<file path="src/rtl/alu_arbiter.sv">
// Round-robin arbiter sharing one single-cycle ALU between two requesters.
// Results are returned through a one-deep registered, tagged response buffer.
module alu #(
  parameter int WIDTH = 32
) (
  input  logic [3:0]       aluctl,
  input  logic [WIDTH-1:0] a,
  input  logic [WIDTH-1:0] b,
  output logic [WIDTH-1:0] out,
  output logic             zero,
  output logic             overflow
);
  logic [WIDTH-1:0] sum, diff;

  assign sum  = a + b;
  assign diff = a - b;

  always_comb begin
    out      = '0;
    overflow = 1'b0;
    case (aluctl)
      4'd0:  out = a & b;
      4'd1:  out = a | b;
      4'd2: begin
        out      = sum;
        overflow = (a[WIDTH-1] == b[WIDTH-1]) && (sum[WIDTH-1] != a[WIDTH-1]);
      end
      4'd6: begin
        out      = diff;
        overflow = (a[WIDTH-1] != b[WIDTH-1]) && (diff[WIDTH-1] != a[WIDTH-1]);
      end
      4'd7:  out = {{(WIDTH-1){1'b0}}, a == b};
      4'd12: out = ~(a | b);
      default: out = '0;
    endcase
  end

  assign zero = (out == '0);
endmodule

module alu_arbiter #(
  parameter int WIDTH = 32,
  parameter int CNT_W = 16
) (
  input  logic             clk,
  input  logic             reset,
  input  logic             req0_valid,
  output logic             req0_ready,
  input  logic [3:0]       req0_ctl,
  input  logic [WIDTH-1:0] req0_a,
  input  logic [WIDTH-1:0] req0_b,
  input  logic             req1_valid,
  output logic             req1_ready,
  input  logic [3:0]       req1_ctl,
  input  logic [WIDTH-1:0] req1_a,
  input  logic [WIDTH-1:0] req1_b,
  output logic             rsp_valid,
  input  logic             rsp_ready,
  output logic             rsp_id,
  output logic [WIDTH-1:0] rsp_out,
  output logic             rsp_zero,
  output logic             rsp_overflow,
  output logic             rsp_err,
  output logic [CNT_W-1:0] op_count
);
  typedef struct packed {
    logic             id;
    logic [WIDTH-1:0] out;
    logic             zero;
    logic             overflow;
    logic             err;
  } rsp_t;

  rsp_t             rsp_q, rsp_d;
  logic             vld_q;
  logic             last_grant;
  logic             can_accept;
  logic             gnt0, gnt1;
  logic             issue;
  logic [3:0]       sel_ctl;
  logic [WIDTH-1:0] sel_a, sel_b;
  logic [WIDTH-1:0] alu_out;
  logic             alu_zero, alu_ovf;
  logic             supported;

  // Tie goes to whoever did not win last; reset gates ready so nothing issues in a reset cycle.
  assign can_accept = (!vld_q || rsp_ready) && !reset;
  assign gnt0       = req0_valid && (!req1_valid || last_grant);
  assign gnt1       = req1_valid && (!req0_valid || !last_grant);
  assign req0_ready = can_accept && gnt0;
  assign req1_ready = can_accept && gnt1;
  assign issue      = (req0_valid && req0_ready) || (req1_valid && req1_ready);

  assign sel_ctl = gnt1 ? req1_ctl : req0_ctl;
  assign sel_a   = gnt1 ? req1_a   : req0_a;
  assign sel_b   = gnt1 ? req1_b   : req0_b;

  alu #(.WIDTH(WIDTH)) u_alu (
    .aluctl   (sel_ctl),
    .a        (sel_a),
    .b        (sel_b),
    .out      (alu_out),
    .zero     (alu_zero),
    .overflow (alu_ovf)
  );

  always_comb begin
    case (sel_ctl)
      4'd0, 4'd1, 4'd2, 4'd6, 4'd7, 4'd12: supported = 1'b1;
      default:                             supported = 1'b0;
    endcase
  end

  // Unsupported codes discard the ALU result entirely and flag an error.
  always_comb begin
    rsp_d.id       = gnt1;
    rsp_d.out      = supported ? alu_out  : '0;
    rsp_d.zero     = supported ? alu_zero : 1'b0;
    rsp_d.overflow = supported ? alu_ovf  : 1'b0;
    rsp_d.err      = !supported;
  end

  always_ff @(posedge clk) begin
    if (reset) begin
      rsp_q      <= '0;
      vld_q      <= 1'b0;
      last_grant <= 1'b1;
      op_count   <= '0;
    end else if (issue) begin
      rsp_q      <= rsp_d;
      vld_q      <= 1'b1;
      last_grant <= gnt1;
      op_count   <= op_count + 1'b1;
    end else if (vld_q && rsp_ready) begin
      vld_q <= 1'b0;
    end
  end

  assign rsp_valid    = vld_q;
  assign rsp_id       = rsp_q.id;
  assign rsp_out      = rsp_q.out;
  assign rsp_zero     = rsp_q.zero;
  assign rsp_overflow = rsp_q.overflow;
  assign rsp_err      = rsp_q.err;
endmodule

</file>
<file path="config.mk">
export PLATFORM = sky130hd
export DESIGN_NAME = alu_arbiter
export DESIGN_NICKNAME = d
export VERILOG_FILES = /design/src/rtl/alu_arbiter.sv
export SDC_FILE = /design/constraint.sdc
export NUM_CORES = 1
export LEC_CHECK = 0
export CAP_MARGIN = 20
export CORE_UTILIZATION = 30
export DETAILED_ROUTE_END_ITERATION = 8
export SLEW_MARGIN = 25
export SYNTH_ARGS = -nofsm -noshare
export SYNTH_HDL_FRONTEND = slang
export SYNTH_SLANG_ARGS = --single-unit
</file>
<file path="constraint.sdc">
create_clock -name clk -period 11.55 [get_ports clk]
set_clock_uncertainty 0.2 [all_clocks]
set_input_delay 2.31 -clock clk [delete_from_list [all_inputs] [get_ports clk]]
set_output_delay 2.31 -clock clk [all_outputs]
set_load 0.01 [all_outputs]
</file>
---- Yosys cells after proc, flatten, opt, wreduce, memory -nomap -nowiden ----
Index checks and enable logic that the tools add are counted.
storage, ports and cells
  register bits after elaboration ......... 54
  input bits .............................. 141
  output and inout port bits .............. 55
  word-level logic and storage cells ...... 59
operators by class
  add/subtract/negate cells ............... 3
  eq/ne operators ......................... 10
  mux-type cells .......................... 11
  bitwise logic cells ..................... 3
  reductions and logical operators ........ 24
operator list
  kind                                            number
  one-hot mux 32 bit (6 select lines)             1
  2-to-1 mux 32 bit                               3
  adder 32 bit                                    1
  bitwise AND 32 bit                              1
  == test 32 bit                                  1
  logical NOT 32 bit                              1
  NOT 32 bit                                      1
  bitwise OR 32 bit                               1
  subtractor 32 bit                               1
  adder 16 x 1 -> 16 bit (second input constant)  1
  logical AND 1 bit                               10
  == test 4 x 3 -> 1 bit (second input constant)  2
  logical NOT 1 bit                               6
  OR reduction 6 bit                              1
  2-to-1 mux 1 bit                                5
  == test 4 x 1 -> 1 bit (second input constant)  1
  == test 4 x 2 -> 1 bit (second input constant)  1
  == test 4 bit (second input constant)           1
  logical NOT 4 bit                               1
  logical OR 1 bit                                4
  2-to-1 mux 4 bit                                1
  != test 1 bit                                   3
  one-hot mux 1 bit (2 select lines)              1
  nonzero test 2 bit                              1
  == test 1 bit                                   1

---- Depth between registers and ports, before layout ----
  depth in word-level cells ............... 9
  depth in mapped cells ................... 21
  gate-level depth less buffers ........... 17

---- Cells and area by module ----
Synthesis repeated with hierarchy kept, for this count alone.
unflattened totals
  cells, all modules ...................... 1,195
  area, all modules ....................... 8,754.6 um^2
modules (own cells, without submodules)
  module       instances  cells an instance  area an instance (um^2)  sequential area each (um^2)
  alu          1          848                5,627.9                  0.0
  alu_arbiter  1          347                3,126.7                  1,081.0

---- Worst setup path after synthesis ----
OpenSTA, ideal clock, no wires.
  path type ............................... input to register
  start ................................... in req0_valid
  end ..................................... reg rsp_q (netlist bit rsp_zero)
  library setup time ...................... 58 ps
  data arrival time ....................... 6,350 ps
  data required time ...................... 11,292 ps
  slack ................................... 4,941 ps
  stages .................................. 21
  buffers on the path ..................... 6
  path through ............................ buf_2 -> a21bo_4 -> buf_6 -> clkbuf_1 -> clkbuf_1 -> clkbuf_1 -> nand2_1 -> nand2_1 -> ha_1 -> buf_2 -> nor3b_1 -> o2111a_1 -> a311o_1 -> nor4_2 -> o21ai_1 -> a31oi_1 -> or2_2 -> a22oi_1 -> and4_1 -> and4_1 -> a31o_1
between the ends
  longest elaborated chain between the ends .. 9
  elaborated cells on any way between the ends .. 29
  those cells by class .................... add/sub: 2; eq/ne: 6; mux: 6; bitwise: 3; reduce/logical: 12
RTL lines
  element                                                                    RTL line  RTL
  start, declared                                                            47        input logic req0_valid,
  parallel branches: the longest is 9 deep, another holds subtractor 32 bit  n/a
  end signal, assigned                                                       130       rsp_q <= rsp_d;
  end, declared                                                              74        rsp_t rsp_q, rsp_d;
Several ways; the timed one is not identified.
A chain may end at the register's enable or synchronous reset.

---- Final worst setup path ----
Ends and elaborated chain as after synthesis.

==> qor.tcl <==
set qor(result_of_the_run) {complete, no violations}
set qor(critPathMaxFanout) 76
set qor(insertion_delay_ns) 0.29
set qor(ys_types) 99
set qor(pwr-share-comb_pct) 65.3
set qor(core_sq_um) 28900
set qor(number_of_enable_flip_flop_cells_after_synthesis) 0
set qor(globalplace.congestion) 0.954
set qor(register_area_sq_um) 1080
set qor(timing.slew.headroom_pct) 35.7
set qor(total_power_w) 0.00103
set qor(numPlacedInstances) 1812
set qor(antennaDiodeCount) 0
set qor(reg2reg_depth) 16
set qor(hp-class) {flop to flop}
set qor(area_growth_pct) 26.9
set qor(maximum_number_of_pins_on_one_net_before_global_route_repair) 77
set qor(finalCoreUtilization_pct) 38.9
set qor(yosysTopAreaCellShare_pct) 13.7
set qor(min_path_cells) 2
set qor(post_synth_instance_area_sq_um) 8840
set qor(final-hold-violation-count) 0
set qor(grt_remaining_overflow) 0
set qor(route.detailed.vias_per_inst) 5.45
set qor(setup-tns-final_ns) 0
set qor(num-nets-final) 1676
set qor(die-height_um) 174
set qor(layout_commonest_cell) {nand2_1}
set qor(drt_iter0_markers) 691
set qor(cts.root.buffer_cell) {clkbuf_16}
set qor(grt_antenna_before_repair) 0
set qor(timing_max_transition_violations_final) 0
set qor(synth_top_family_by_area) {simple AND/OR/NAND/NOR gates}
set qor(tightestPinTransition_ns) 0.965
set qor(post-route-period-util_pct) 67.0
set qor(die_width_um) 174
set qor(irDropWorstVdd_v) 0.0000534
set qor(detailed_place.area_sq_um) 11000
set qor(multi_input_area_sq_um) 7120
set qor(timing_worst_setup_path_type) {input pin to flop}
set qor(grt_first_pass_wirelength_mm) 52.6
set qor(intPower_w) 0.000554
set qor(vias_in_the_first_global_route) 9120
set qor(total_leakage_power_nw) 4.79
set qor(synthSimpleGateAreaFrac_pct) 31.0
set qor(postCtsHoldBufs) 0
set qor(route.detailed.wl_per_inst_um) 18.8
set qor(syn_nets) 1536
set qor(port-buffer-count) 195
set qor(yosys_register_bits) 54
set qor(placementRows) 62
set qor(synthMuxAreaShare_pct) 3.54
set qor(share_seq_of_total_power_pct) 20.0
set qor(hpwlAfterDp_mm) 27.1
set qor(drt.antenna.violating_nets) 0
set qor(clock_pin_slew_reported_for_the_worst_setup_and_hold_paths_after_clock_tree_synthesis_ns) 0.07
set qor(first_pass_iters) 5
set qor(power.share.switching_pct) 46.1
set qor(required_time_of_the_critical_path_ns) 11.59
set qor(cts_post_setup_buffers_inserted) 0
set qor(remaining_drc_errors) 0
set qor(effective_utilization_at_floorplan_pct) 30.6
set qor(net-switching-power_w) 0.000473
set qor(global_route.usage.total_pct) 21.9
set qor(cts-buffers-inserted) 5
set qor(report.final.setup_viol) 0
set qor(finish.instance_area_sq_um) 11200
set qor(fillerInstances) 3080
set qor(synth_cells) 1296
set qor(clock_path_buffers) 2
set qor(synth-main-ff-cell) {dfxtp_1}
set qor(route.vias.total) 9916
set qor(cts_tree) {yes}
set qor(synthXorXnorAreaFrac_pct) 4.36
set qor(synth.yosys.seq_area_share_pct) 12.2
set qor(synth_area_per_cell_sq_um) 6.82
set qor(top_ports) 196
set qor(die_area_sq_um) 30200
set qor(timing.critical_path.arrival_ns) 7.78
set qor(cts-htree-levels) 2
set qor(cap_viol_max_count) 0
set qor(compound_gate_fraction_of_synth_area_pct) 27.1
set qor(synth_area_leaders) {ha_1 (14%), dfxtp_1 (12%), nand2_1 (11%)}
set qor(achievable-frequency_mhz) 129
set qor(wl_mm) 34.3
set qor(timing.critical_path.to_type) {flop}
set qor(yosysWarnings) 0
set qor(start_kind) {input pin}
set qor(stdcell_count) 1821
set qor(quantity_of_gates_resized_following_cts) 0
set qor(clock_power_share_pct) 14.7
set qor(fin_crit_ns) 7.74
set qor(power_density_nw_per_um2) 91.5
set qor(cts_sinks) 54
set qor(yosysTopAreaCell) {ha_1}
set qor(most-common-layout-cells) {nand2_1 (248), clkdlybuf4s50_1 (194), nor2_1 (126)}
set qor(rsz0062_at_grt) {no}
set qor(synth-adder-area-share_pct) 14.2
set qor(drive_above_1_share_pct) 4.38
set qor(ys_async_sr_fraction_pct) 0
==> metal layers <==
metal	up-vias	wire length, um	global-route usage, %
met2	390	14200	33.1
li1	4882	-	-
met4	0	495	4.17
met1	4615	17400	33.1
met5	-	0	0
met3	29	2220	2.48
==> sequential cells by signal, indices dropped and copies added, names as in the netlist <==
signal,cells
rsp_id,1
rsp_valid,1
rsp_out,32
last_grant,1
op_count,16
rsp_zero,1
rsp_overflow,1
rsp_err,1
==> area by class of cell <==
type | count | area share (%)
multi-input combinational | 1076 | 63.4
timing repair buffer | 206 | 18.3
sequential | 54 | 9.63
tap | 384 | 4.28
inverter | 93 | 3.11
clock buffer | 7 | 1.27
clock inverter | 1 | 0.0446
==> through the flow <==
step / setup WS (ns) / hold WS, ns
floorplan: 4.94 / 0.275
global placement: 3.07 / 0.242
detailed placement: 3.23 / 0.248
CTS: 3.52 / 0.257
global route: 3.43 / 0.291
finish: 3.81 / 0.257
==> worst max-delay path, cell delays in order <==
cell and delay (ns):
clkdlybuf4s50_1 0.64, a21bo_4 0.17, buf_4 0.67, mux2i_1 0.32, inv_1 0.09, ha_1 0.60, nand2b_1 0.19, nand3_1 0.10
a311oi_1 0.31, nand3_1 0.26, o21ai_2 0.42, a211oi_1 0.13, a2111oi_1 0.80, and2_1 0.22, and4_1 0.18, and4_1 0.18
a31o_1 0.13
==> power by group through the flow <==
stage	Clock [W]	Sequential (W)	Combinational (W)
floorplan	0	0.000214	0.000431
global placement	0	0.000210	0.000657
detailed placement	0	0.000210	0.000655
CTS	0.000156	0.000206	0.000658
global route	0.000164	0.000208	0.000728
finish	0.000151	0.000206	0.000670
==> cells by family after synthesis <==
group | count (synthesis)
AND/OR/NAND/NOR | 584
multiplexers | 27
AO/OA/AOI/OAI | 322
buffers and inverters | 166
flip-flops | 54
XOR/XNOR | 44
adder cells (fa/ha/maj) | 99
==> cells in the mapped netlist (all sizes together) (6+ instances only) <==
master and count:
nand2 248, nor2 127, ha 97, inv 93
a21oi 71, dfxtp 54, clkbuf 42, o21ai 39
a211oi 35, nor3 34, buf 31, nand3 29
a221oi 27, xnor2 26, and2 25, nor2b 21
nand2b 20, mux2i 18, xor2 18, a21o 17
nand4 13, a31oi 11, o21bai 11, and3 10
o221ai 10, o31ai 10, nor4 9, mux2 8
nor3b 7, o2111ai 7, o211ai 7, o21a 7
or3 7, a2111oi 6, a221o 6, nor4b 6
==> path summary, 6_finish.rpt <==
kind,startpoint,to,slack (ns)
worst max register to register,last_grant$_SDFFE_PP1P_,rsp_zero$_SDFFE_PP0P_,6.06
worst min-delay path,rsp_out[14]$_SDFFE_PP0P_,rsp_out[14]$_SDFFE_PP0P_,0.26
worst min register to register,rsp_out[14]$_SDFFE_PP0P_,rsp_out[14]$_SDFFE_PP0P_,0.26
worst max-delay path,req0_valid,rsp_zero$_SDFFE_PP0P_,3.81
(Power assumes the default switching activity.)
